$ cat src/rtl/scroll_writer.sv
// ---------------------------------------------------------------------------
// scroll_writer
//
// Purpose:
//   Turns a stream of character codes into VRAM writes for a scrolling text
//   terminal. The screen is a ring of ROWS physical rows. top_row names the
//   physical row that is shown as the first display line, so scrolling only
//   moves top_row and blanks one row. No text is copied.
//
// Ports:
//   clk              in   1  rising-edge clock
//   reset_low        in   1  asynchronous active-low reset
//   character_ready  out  1  high in IDLE; a character may be accepted
//   character_valid  in   1  character_byte is valid
//   character_byte   in   8  incoming character code
//   write_ready      in   1  VRAM accepts a write this cycle
//   write_valid      out  1  a VRAM write is pending
//   write_row        out  5  physical VRAM row of the write
//   write_col        out  7  VRAM column of the write
//   write_byte       out  8  byte to store
//   top_row          out  5  physical row shown as the first display line
// ---------------------------------------------------------------------------
module scroll_writer #(
  parameter int         ROWS      = 24,
  parameter int         COLS      = 80,
  parameter int         TAB_WIDTH = 8,
  parameter logic [7:0] BLANK     = 8'h20
) (
  input  logic       clk,
  input  logic       reset_low,
  output logic       character_ready,
  input  logic       character_valid,
  input  logic [7:0] character_byte,
  input  logic       write_ready,
  output logic       write_valid,
  output logic [4:0] write_row,
  output logic [6:0] write_col,
  output logic [7:0] write_byte,
  output logic [4:0] top_row
);

  localparam logic [4:0] LAST_ROW = 5'(ROWS - 1);
  localparam logic [6:0] LAST_COL = 7'(COLS - 1);
  localparam logic [5:0] ROWS_W   = 6'(ROWS);
  localparam logic [7:0] TAB_MASK = 8'(TAB_WIDTH - 1);
  localparam logic [7:0] TAB_STEP = 8'(TAB_WIDTH);

  localparam logic [7:0] CHAR_BS = 8'h08;
  localparam logic [7:0] CHAR_HT = 8'h09;
  localparam logic [7:0] CHAR_LF = 8'h0A;
  localparam logic [7:0] CHAR_CR = 8'h0D;

  typedef enum logic [1:0] {
    CLEAR_ALL,
    IDLE,
    WRITE,
    CLEAR_LINE
  } state_e;

  state_e     state_q, state_d;
  logic [4:0] cur_row_q, cur_row_d;
  logic [6:0] cur_col_q, cur_col_d;
  logic [4:0] top_row_q, top_row_d;
  logic [4:0] wr_row_q, wr_row_d;
  logic [6:0] wr_col_q, wr_col_d;
  logic [7:0] wr_byte_q, wr_byte_d;
  logic       valid_q, valid_d;

  logic       xfer;
  logic       do_newline;
  logic [5:0] row_sum;
  logic [4:0] phys_row;
  logic [4:0] next_top;
  logic [7:0] tab_raw;
  logic [6:0] tab_col;

  // Derived positions. The cursor row is mapped onto the ring of physical
  // rows, the next top row wraps, and the tab target is clamped to the last
  // column.
  always_comb begin
    row_sum  = {1'b0, top_row_q} + {1'b0, cur_row_q};
    phys_row = (row_sum >= ROWS_W) ? 5'(row_sum - ROWS_W) : 5'(row_sum);
    next_top = (top_row_q == LAST_ROW) ? 5'd0 : top_row_q + 5'd1;
    tab_raw  = ({1'b0, cur_col_q} & ~TAB_MASK) + TAB_STEP;
    tab_col  = (tab_raw > {1'b0, LAST_COL}) ? LAST_COL : tab_raw[6:0];
  end

  assign xfer            = valid_q && write_ready;
  assign character_ready = (state_q == IDLE);
  assign write_valid     = valid_q;
  assign write_row       = wr_row_q;
  assign write_col       = wr_col_q;
  assign write_byte      = wr_byte_q;
  assign top_row         = top_row_q;

  // Next-state logic. The write address registers are also the sweep
  // counters for both clear states. They change only on a transfer, so a
  // pending write stays stable while VRAM stalls. A newline request from a
  // character or from an auto-wrap is resolved in one place at the end.
  always_comb begin
    state_d    = state_q;
    cur_row_d  = cur_row_q;
    cur_col_d  = cur_col_q;
    top_row_d  = top_row_q;
    wr_row_d   = wr_row_q;
    wr_col_d   = wr_col_q;
    wr_byte_d  = wr_byte_q;
    do_newline = 1'b0;

    case (state_q)
      CLEAR_ALL: begin
        if (xfer) begin
          if (wr_col_q == LAST_COL) begin
            wr_col_d = 7'd0;
            if (wr_row_q == LAST_ROW) begin
              wr_row_d = 5'd0;
              state_d  = IDLE;
            end else begin
              wr_row_d = wr_row_q + 5'd1;
            end
          end else begin
            wr_col_d = wr_col_q + 7'd1;
          end
        end
      end

      IDLE: begin
        if (character_valid) begin
          if (character_byte >= 8'h20 && character_byte <= 8'h7E) begin
            state_d   = WRITE;
            wr_row_d  = phys_row;
            wr_col_d  = cur_col_q;
            wr_byte_d = character_byte;
          end else if (character_byte == CHAR_CR) begin
            cur_col_d = 7'd0;
          end else if (character_byte == CHAR_LF) begin
            do_newline = 1'b1;
          end else if (character_byte == CHAR_BS) begin
            if (cur_col_q != 7'd0) begin
              cur_col_d = cur_col_q - 7'd1;
            end
          end else if (character_byte == CHAR_HT) begin
            cur_col_d = tab_col;
          end
        end
      end

      WRITE: begin
        if (xfer) begin
          if (cur_col_q < LAST_COL) begin
            cur_col_d = cur_col_q + 7'd1;
            state_d   = IDLE;
          end else begin
            cur_col_d  = 7'd0;
            do_newline = 1'b1;
          end
        end
      end

      CLEAR_LINE: begin
        if (xfer) begin
          if (wr_col_q == LAST_COL) begin
            state_d = IDLE;
          end else begin
            wr_col_d = wr_col_q + 7'd1;
          end
        end
      end

      default: state_d = CLEAR_ALL;
    endcase

    // A newline on the bottom row scrolls. The old top row becomes the new
    // bottom row, so that row is the one blanked.
    if (do_newline) begin
      if (cur_row_q != LAST_ROW) begin
        cur_row_d = cur_row_q + 5'd1;
        state_d   = IDLE;
      end else begin
        top_row_d = next_top;
        wr_row_d  = top_row_q;
        wr_col_d  = 7'd0;
        wr_byte_d = BLANK;
        state_d   = CLEAR_LINE;
      end
    end

    valid_d = (state_d != IDLE);
  end

  // State and datapath registers. write_valid is registered, so it stays low
  // while reset is held. It rises on the first edge after reset is released.
  always_ff @(posedge clk or negedge reset_low) begin
    if (!reset_low) begin
      state_q   <= CLEAR_ALL;
      cur_row_q <= 5'd0;
      cur_col_q <= 7'd0;
      top_row_q <= 5'd0;
      wr_row_q  <= 5'd0;
      wr_col_q  <= 7'd0;
      wr_byte_q <= BLANK;
      valid_q   <= 1'b0;
    end else begin
      state_q   <= state_d;
      cur_row_q <= cur_row_d;
      cur_col_q <= cur_col_d;
      top_row_q <= top_row_d;
      wr_row_q  <= wr_row_d;
      wr_col_q  <= wr_col_d;
      wr_byte_q <= wr_byte_d;
      valid_q   <= valid_d;
    end
  end

endmodule

$ cat config.mk
export PLATFORM = sky130hd
export DESIGN_NAME = scroll_writer
export DESIGN_NICKNAME = d
export VERILOG_FILES = /design/src/rtl/scroll_writer.sv
export SDC_FILE = /design/constraint.sdc
export NUM_CORES = 1
export LEC_CHECK = 0
export CORE_ASPECT_RATIO = 0.7
export CORE_MARGIN = 1
export CORE_UTILIZATION = 50
export CTS_CLUSTER_SIZE = 40
export DETAILED_ROUTE_END_ITERATION = 8
export PLACE_DENSITY = 0.83
export SYNTH_ARGS = -nofsm -noshare
export SYNTH_HDL_FRONTEND = slang
export SYNTH_SLANG_ARGS = --single-unit
$ cat constraint.sdc
create_clock -name clk -period 7.55 [get_ports clk]
set_clock_uncertainty 0.2 [all_clocks]
set_input_delay 1.1325 -clock clk [delete_from_list [all_inputs] [get_ports clk]]
set_output_delay 1.1325 -clock clk [all_outputs]
set_load 0.03 [all_outputs]
==> out/metrics.cfg, run 1 <==
[run_status]
status = finished clean

[worst_setup_path]
cpPeakStageDelay_ps = 570
critPathMaxFanout = 23
crit_buf_inv = 1
endpoint_kind = register
arrival_ps = 3630
critical_path_class = in -> reg
start_kind = input port
slowest_stage = or4_1
worst-path-stages = 7
reg2reg_depth = 8
required_ps = 7530
crit_family = simple AND/OR/NAND/NOR gates
path_cells = clkdlybuf4s50_1, or4_1, nor4_2, a31oi_2, nor2_4, nand4_1, mux2_1

[pwr]
swShare_pct = 40.12
pwr-share-comb_pct = 40.7
power_leakage_nw = 1.541
seqPwrFrac_pct = 37.7
p_per_area_nw_per_um2 = 228.6
power_mw = 0.8204
vdd_drop_max_mv = 0.1151
intPower_mw = 0.4913
switchingPower_mw = 0.3292
p_clk_share_pct = 21.6

[logic_synthesis]
synthArstFlopShare_pct = 100.0
ys_ff_latch = 40
yosysTopAreaCell = dfrtp_1
synth.area.top_cells = dfrtp_1 (32%), ha_1 (8.1%), a21oi_1 (7.6%)
syn-num-nets = 399
ys_seq_area_share_pct = 32.44
yosysTopAreaCellShare_pct = 31.59
synth-main-ff-cell = dfrtp_1
netlist_area_sq_um = 3089
ys_types = 72
ys_warn_count = 0
synth_edf_count = 0
netlist_instances = 366
syn_avg_cell_area_sq_um = 8.440

[floorplanning]
start_util_pct = 52.88
rows = 23
die_h_microns = 67.77
coreArea_sq_um = 5842
num_io_pins = 39
dieArea_sq_um = 6502
die-width_microns = 95.95

[layout]
layout_common_cells = a21oi_1 (47), nand2_1 (39), dfrtp_1 (39)
drive_gt1_share_pct = 7.576
final_common_cell = a21oi_1
fillCellCount = 504
syn2layout_area_growth_pct = 16.16
layout.cells.non_filler = 471
insertedDiodeCount = 0
final_nets = 428

[run]
maxCapViolations = 0

[sta]
rsz0062_at_grt = false
max_freq_ghz = 0.2744
finalCriticalPeriod_ps = 3645
tightest_slew_ps = 918.5
finalHoldViolCount = 0
min_period_over_period_pct = 48.28
slew_viol_final = 0
tns_ps = 0
setup_viol_count_final = 0
slew_headroom_pct = 38.76
fin_ws_ps = 3905

[clock_tree]
root_buffer = clkbuf_8
ctsResizeCount = 0
clock_latency_ps = 300
htreeDepth = 2
clockBufferDepth = 2
postCtsSetupBuffers = 0
cts_tree = yes
cts_sinks = 40
path_clk_slew_ps = 70
hold_buffers = 0
numCtsBuffers = 5

[drt]
vias = 3054
wl_per_cell_microns = 17.75
route.detailed.drc = 0
drt_iter0_markers = 266
via_per_inst = 6.484
ant_nets = 0
wirelength_microns = 8358
firstDrtPassIters = 5

[grt]
grt.overflow.total = 0
antenna_found_initial = 0
grt_max_degree = 41
track_usage_pct = 27.83
grt_first_pass_wirelength_microns = 13680
grt_pass1_vias = 2798

[placed_design]
port_buffers = 38
hpwlAfterDp_microns = 5968
dp.cells = 463
routabilityCongestion = 0.9072
place_ws_ps = 3607

[worst_hold_path]
hold_path.class = reg -> reg
min_path_cells = 2

==> synth_stat cells, types with 4 or more instances <==
| cell | count |
|---|---|
| a21oi_1 | 47 |
| ha_1 | 20 |
| xnor2_1 | 9 |
| mux2i_1 | 4 |
| o21ai_0 | 17 |
| and2_1 | 5 |
| or2_2 | 5 |
| nand3_1 | 14 |
| dfrtp_1 | 39 |
| nor2b_1 | 5 |
| nand2_1 | 39 |
| a22oi_1 | 5 |
| a21o_1 | 5 |
| nor2_1 | 27 |
| nand4_1 | 7 |
| mux2_2 | 4 |
| clkbuf_1 | 11 |
| nor3_1 | 6 |
| a2bb2oi_1 | 5 |
| inv_1 | 13 |
==> area by class of cell <==
type	count	area [sq um]	share of cell area, %
multi-input cells	297	1961	54.64
inverters	13	48.80	1.360
clock inverters	2	35.03	0.9763
well taps	75	93.84	2.615
clock buffers	6	72.57	2.022
repair buffers	38	375.4	10.46
flip-flops and latches	40	1002	27.93
==> cell families after synthesis <==
kind of cell	after synthesis	share of synthesized area, %
AND/OR/NAND/NOR	137	23.33
AO/OA/AOI/OAI	117	24.50
flip-flops	40	32.44
buffers and inverters	29	4.091
adder cells (fa/ha/maj)	21	8.749
XOR/XNOR	12	3.402
multiplexers	10	3.483
==> power by group through the flow <==
stage | combinational (mW) | clock (mW) | sequential, mW
2_1_floorplan | 0.189 | 0 | 0.335
3_3_place_gp | 0.322 | 0 | 0.309
3_5_place_dp | 0.329 | 0 | 0.312
4_1_cts | 0.331 | 0.180 | 0.307
5_1_grt | 0.368 | 0.188 | 0.317
6_report | 0.334 | 0.177 | 0.309
==> worst register-to-register path: cells and delay by family (launching register included) <==
family | cells | cell delay (ps)
AND/OR/NAND/NOR | 2 | 1040
AO/OA/AOI/OAI | 3 | 770
flip-flops | 1 | 420
adder cells (fa/ha/maj) | 1 | 360
buffers and inverters | 2 | 290
==> routing by layer <==
layer | vias up | part of all wire (%) | GRT usage, %
met4 | 0 | 1.9 | 10.07
li1 | 1412 | - | -
met1 | 1458 | 45 | 39.62
met3 | 15 | 9.8 | 6.194
met2 | 169 | 43 | 41.34
met5 | - | 0 | 0
==> final timing paths <==
path | from | end | slack, ps
worst min-delay path | write_byte[5] | write_byte[5] | 300
worst max register to register | state_q[1] | write_row[4] | 4370
max in group asynchronous | reset_low | write_col[4] | 5810
worst min register to register | write_byte[5] | write_byte[5] | 300
min in group asynchronous | reset_low | cur_col_q[5] | 750
worst max-delay path | character_byte[7] | top_row[3] | 3910
==> flip-flops by register name, indices dropped and copies added, names as in the netlist <==
signal       count
write_byte       8
cur_col_q        7
write_col        7
cur_row_q        5
top_row          5
write_row        5
state_q          2
write_valid      1
==> metrics by stage <==
stage          hold slack [ps]  cell area (sq um)  utilization [%]
4_1_cts                  310.4               3588            61.43
2_1_floorplan            266.7               3089                -
3_5_place_dp             294.4               3481            59.58
5_1_grt                  340.9               3588            61.43
6_report                 304.6               3588            61.43
3_3_place_gp             280.7               3481            59.58
Note: power is estimated with default switching activity, not from simulation.
==> inputs of run 2 (changes only) <==
--- a/config.mk
+++ b/config.mk
@@ -10,7 +10,7 @@
 export CORE_UTILIZATION = 50
 export CTS_CLUSTER_SIZE = 40
 export DETAILED_ROUTE_END_ITERATION = 8
-export PLACE_DENSITY = 0.83
+export PLACE_DENSITY = 0.86
 export SYNTH_ARGS = -nofsm -noshare
 export SYNTH_HDL_FRONTEND = slang
 export SYNTH_SLANG_ARGS = --single-unit
==> constraint.sdc (replaced) <==
create_clock -name clk -period 3.2 [get_ports clk]
set_clock_uncertainty 0.2 [all_clocks]
set_input_delay 0.48 -clock clk [delete_from_list [all_inputs] [get_ports clk]]
set_output_delay 0.48 -clock clk [all_outputs]
set_load 0.03 [all_outputs]
==> out/metrics.cfg, run 2 (synthesis results as in run 1) <==
[run_status]
status = finished clean

[placed_design]
placed_area_sq_um = 3593
dp.cells = 478
port_buffers = 38
hpwlAfterDp_microns = 6174
routabilityCongestion = 0.9254
place_ws_ps = 195.0

[layout]
insertedDiodeCount = 0
final_core_util_pct = 63.78
final_common_cell = a21oi_1
design_area_sq_um = 3726
final_nets = 443
largest_reg_flops = 8
layout_common_cells = a21oi_1 (47), nand2_1 (39), dfrtp_1 (39)
layout.cells.non_filler = 486
drive_gt1_share_pct = 10.95
syn2layout_area_growth_pct = 20.62

[clock_tree]
htreeDepth = 2
numCtsBuffers = 5
hold_buffers = 0
clock_latency_ps = 300
postCtsSetupBuffers = 0
clockBufferDepth = 2
ctsResizeCount = 0
root_buffer = clkbuf_8
cts_sinks = 40
cts_tree = yes
path_clk_slew_ps = 90

[sta]
finalHoldViolCount = 0
fin_ws_ps = 286.0
tightest_slew_ps = 931.2
setup_viol_count_final = 0
tns_ps = 0
finalCriticalPeriod_ps = 2914
min_period_over_period_pct = 91.06
slew_viol_final = 0
max_freq_ghz = 0.3432
rsz0062_at_grt = false
holdWs_ps = 106.6
slew_headroom_pct = 37.92

[pwr]
power_mw = 2.042
power_leakage_nw = 1.627
vdd_drop_max_mv = 0.5079
p_per_area_nw_per_um2 = 548.0

[floorplanning]
dieArea_sq_um = 6502
die_h_microns = 67.77
rows = 23
die-width_microns = 95.95
num_io_pins = 39
coreArea_sq_um = 5842
start_util_pct = 52.88

[worst_setup_path]
r2r-start = state_q[1]
startpoint = state_q[1]
arrival_ps = 2900
cp_common_cell = inv_1
crit_buf_inv = 2
cpPeakStageDelay_ps = 440
required_ps = 3190
critical_path_class = reg -> reg
endpoint_kind = register
start_kind = register
critPathMaxFanout = 9
crit_family = simple AND/OR/NAND/NOR gates
slowest_stage = dfrtp_1
path_cells = inv_1, ha_1, inv_1, nor4b_1, and2_1, a21oi_1, a221o_1, o22a_1

[drt]
route.detailed.drc = 0
routed-wl-met3_microns = 910
wl_met2_microns = 3556
firstDrtPassIters = 5
ant_nets = 0
wirelength_microns = 8522
via_per_inst = 6.342
wl_met1_microns = 3931
wl_per_cell_microns = 17.53
highest_layer = met4
drt_iter0_markers = 396
vias = 3082

[run]
maxCapViolations = 0

[grt]
grt_pass1_vias = 2869
grt_first_pass_wirelength_microns = 13760
antenna_found_initial = 0
grt_max_degree = 41
track_usage_pct = 28.04
grt.overflow.total = 0

[worst_hold_path]
hold_path.class = in -> async

-- run 2: cell types whose count changed in the layout (fill, tap and decap cells not counted) --
cell / before / now
buf_4: 0 / 15
bufinv_16: 1 / 2
clkinv_2: 1 / 0
-- run 2: area by class of cell --
class / count / area (sq um)
Tap cell: 75 / 93.84
Sequential cell: 40 / 1002
Clock inverter: 2 / 60.06
Clock buffer: 6 / 72.57
Timing Repair Buffer: 53 / 488.0
Fill cell: 475 / 2116
Inverter: 13 / 48.80
Multi-Input combinational cell: 297 / 1961
-- run 2: metal layers --
metal / vias up / GRT usage, %
met1: 1437 / 41.13
met3: 22 / 6.869
met2: 180 / 40.71
met5: - / 0
li1: 1443 / -
met4: 0 / 7.836
-- run 2: final timing paths --
path / end / slack [ps] / cells after the start
setup / recovery: write_row[4] / 290 / 8
hold / removal: cur_col_q[5] / 110 / 1
setup reg to reg: write_row[4] / 290 / 8
hold reg to reg: write_byte[5] / 300 / 2
max in group asynchronous: cur_col_q[1] / 2100 / 1
min in group clk: write_byte[5] / 300 / 2
-- run 2: report_power, final --
group / switching [mW] / internal, mW
logic: 0.454 / 0.358
registers: 0.143 / 0.583
clock network: 0.192 / 0.312
total: 0.789 / 1.25
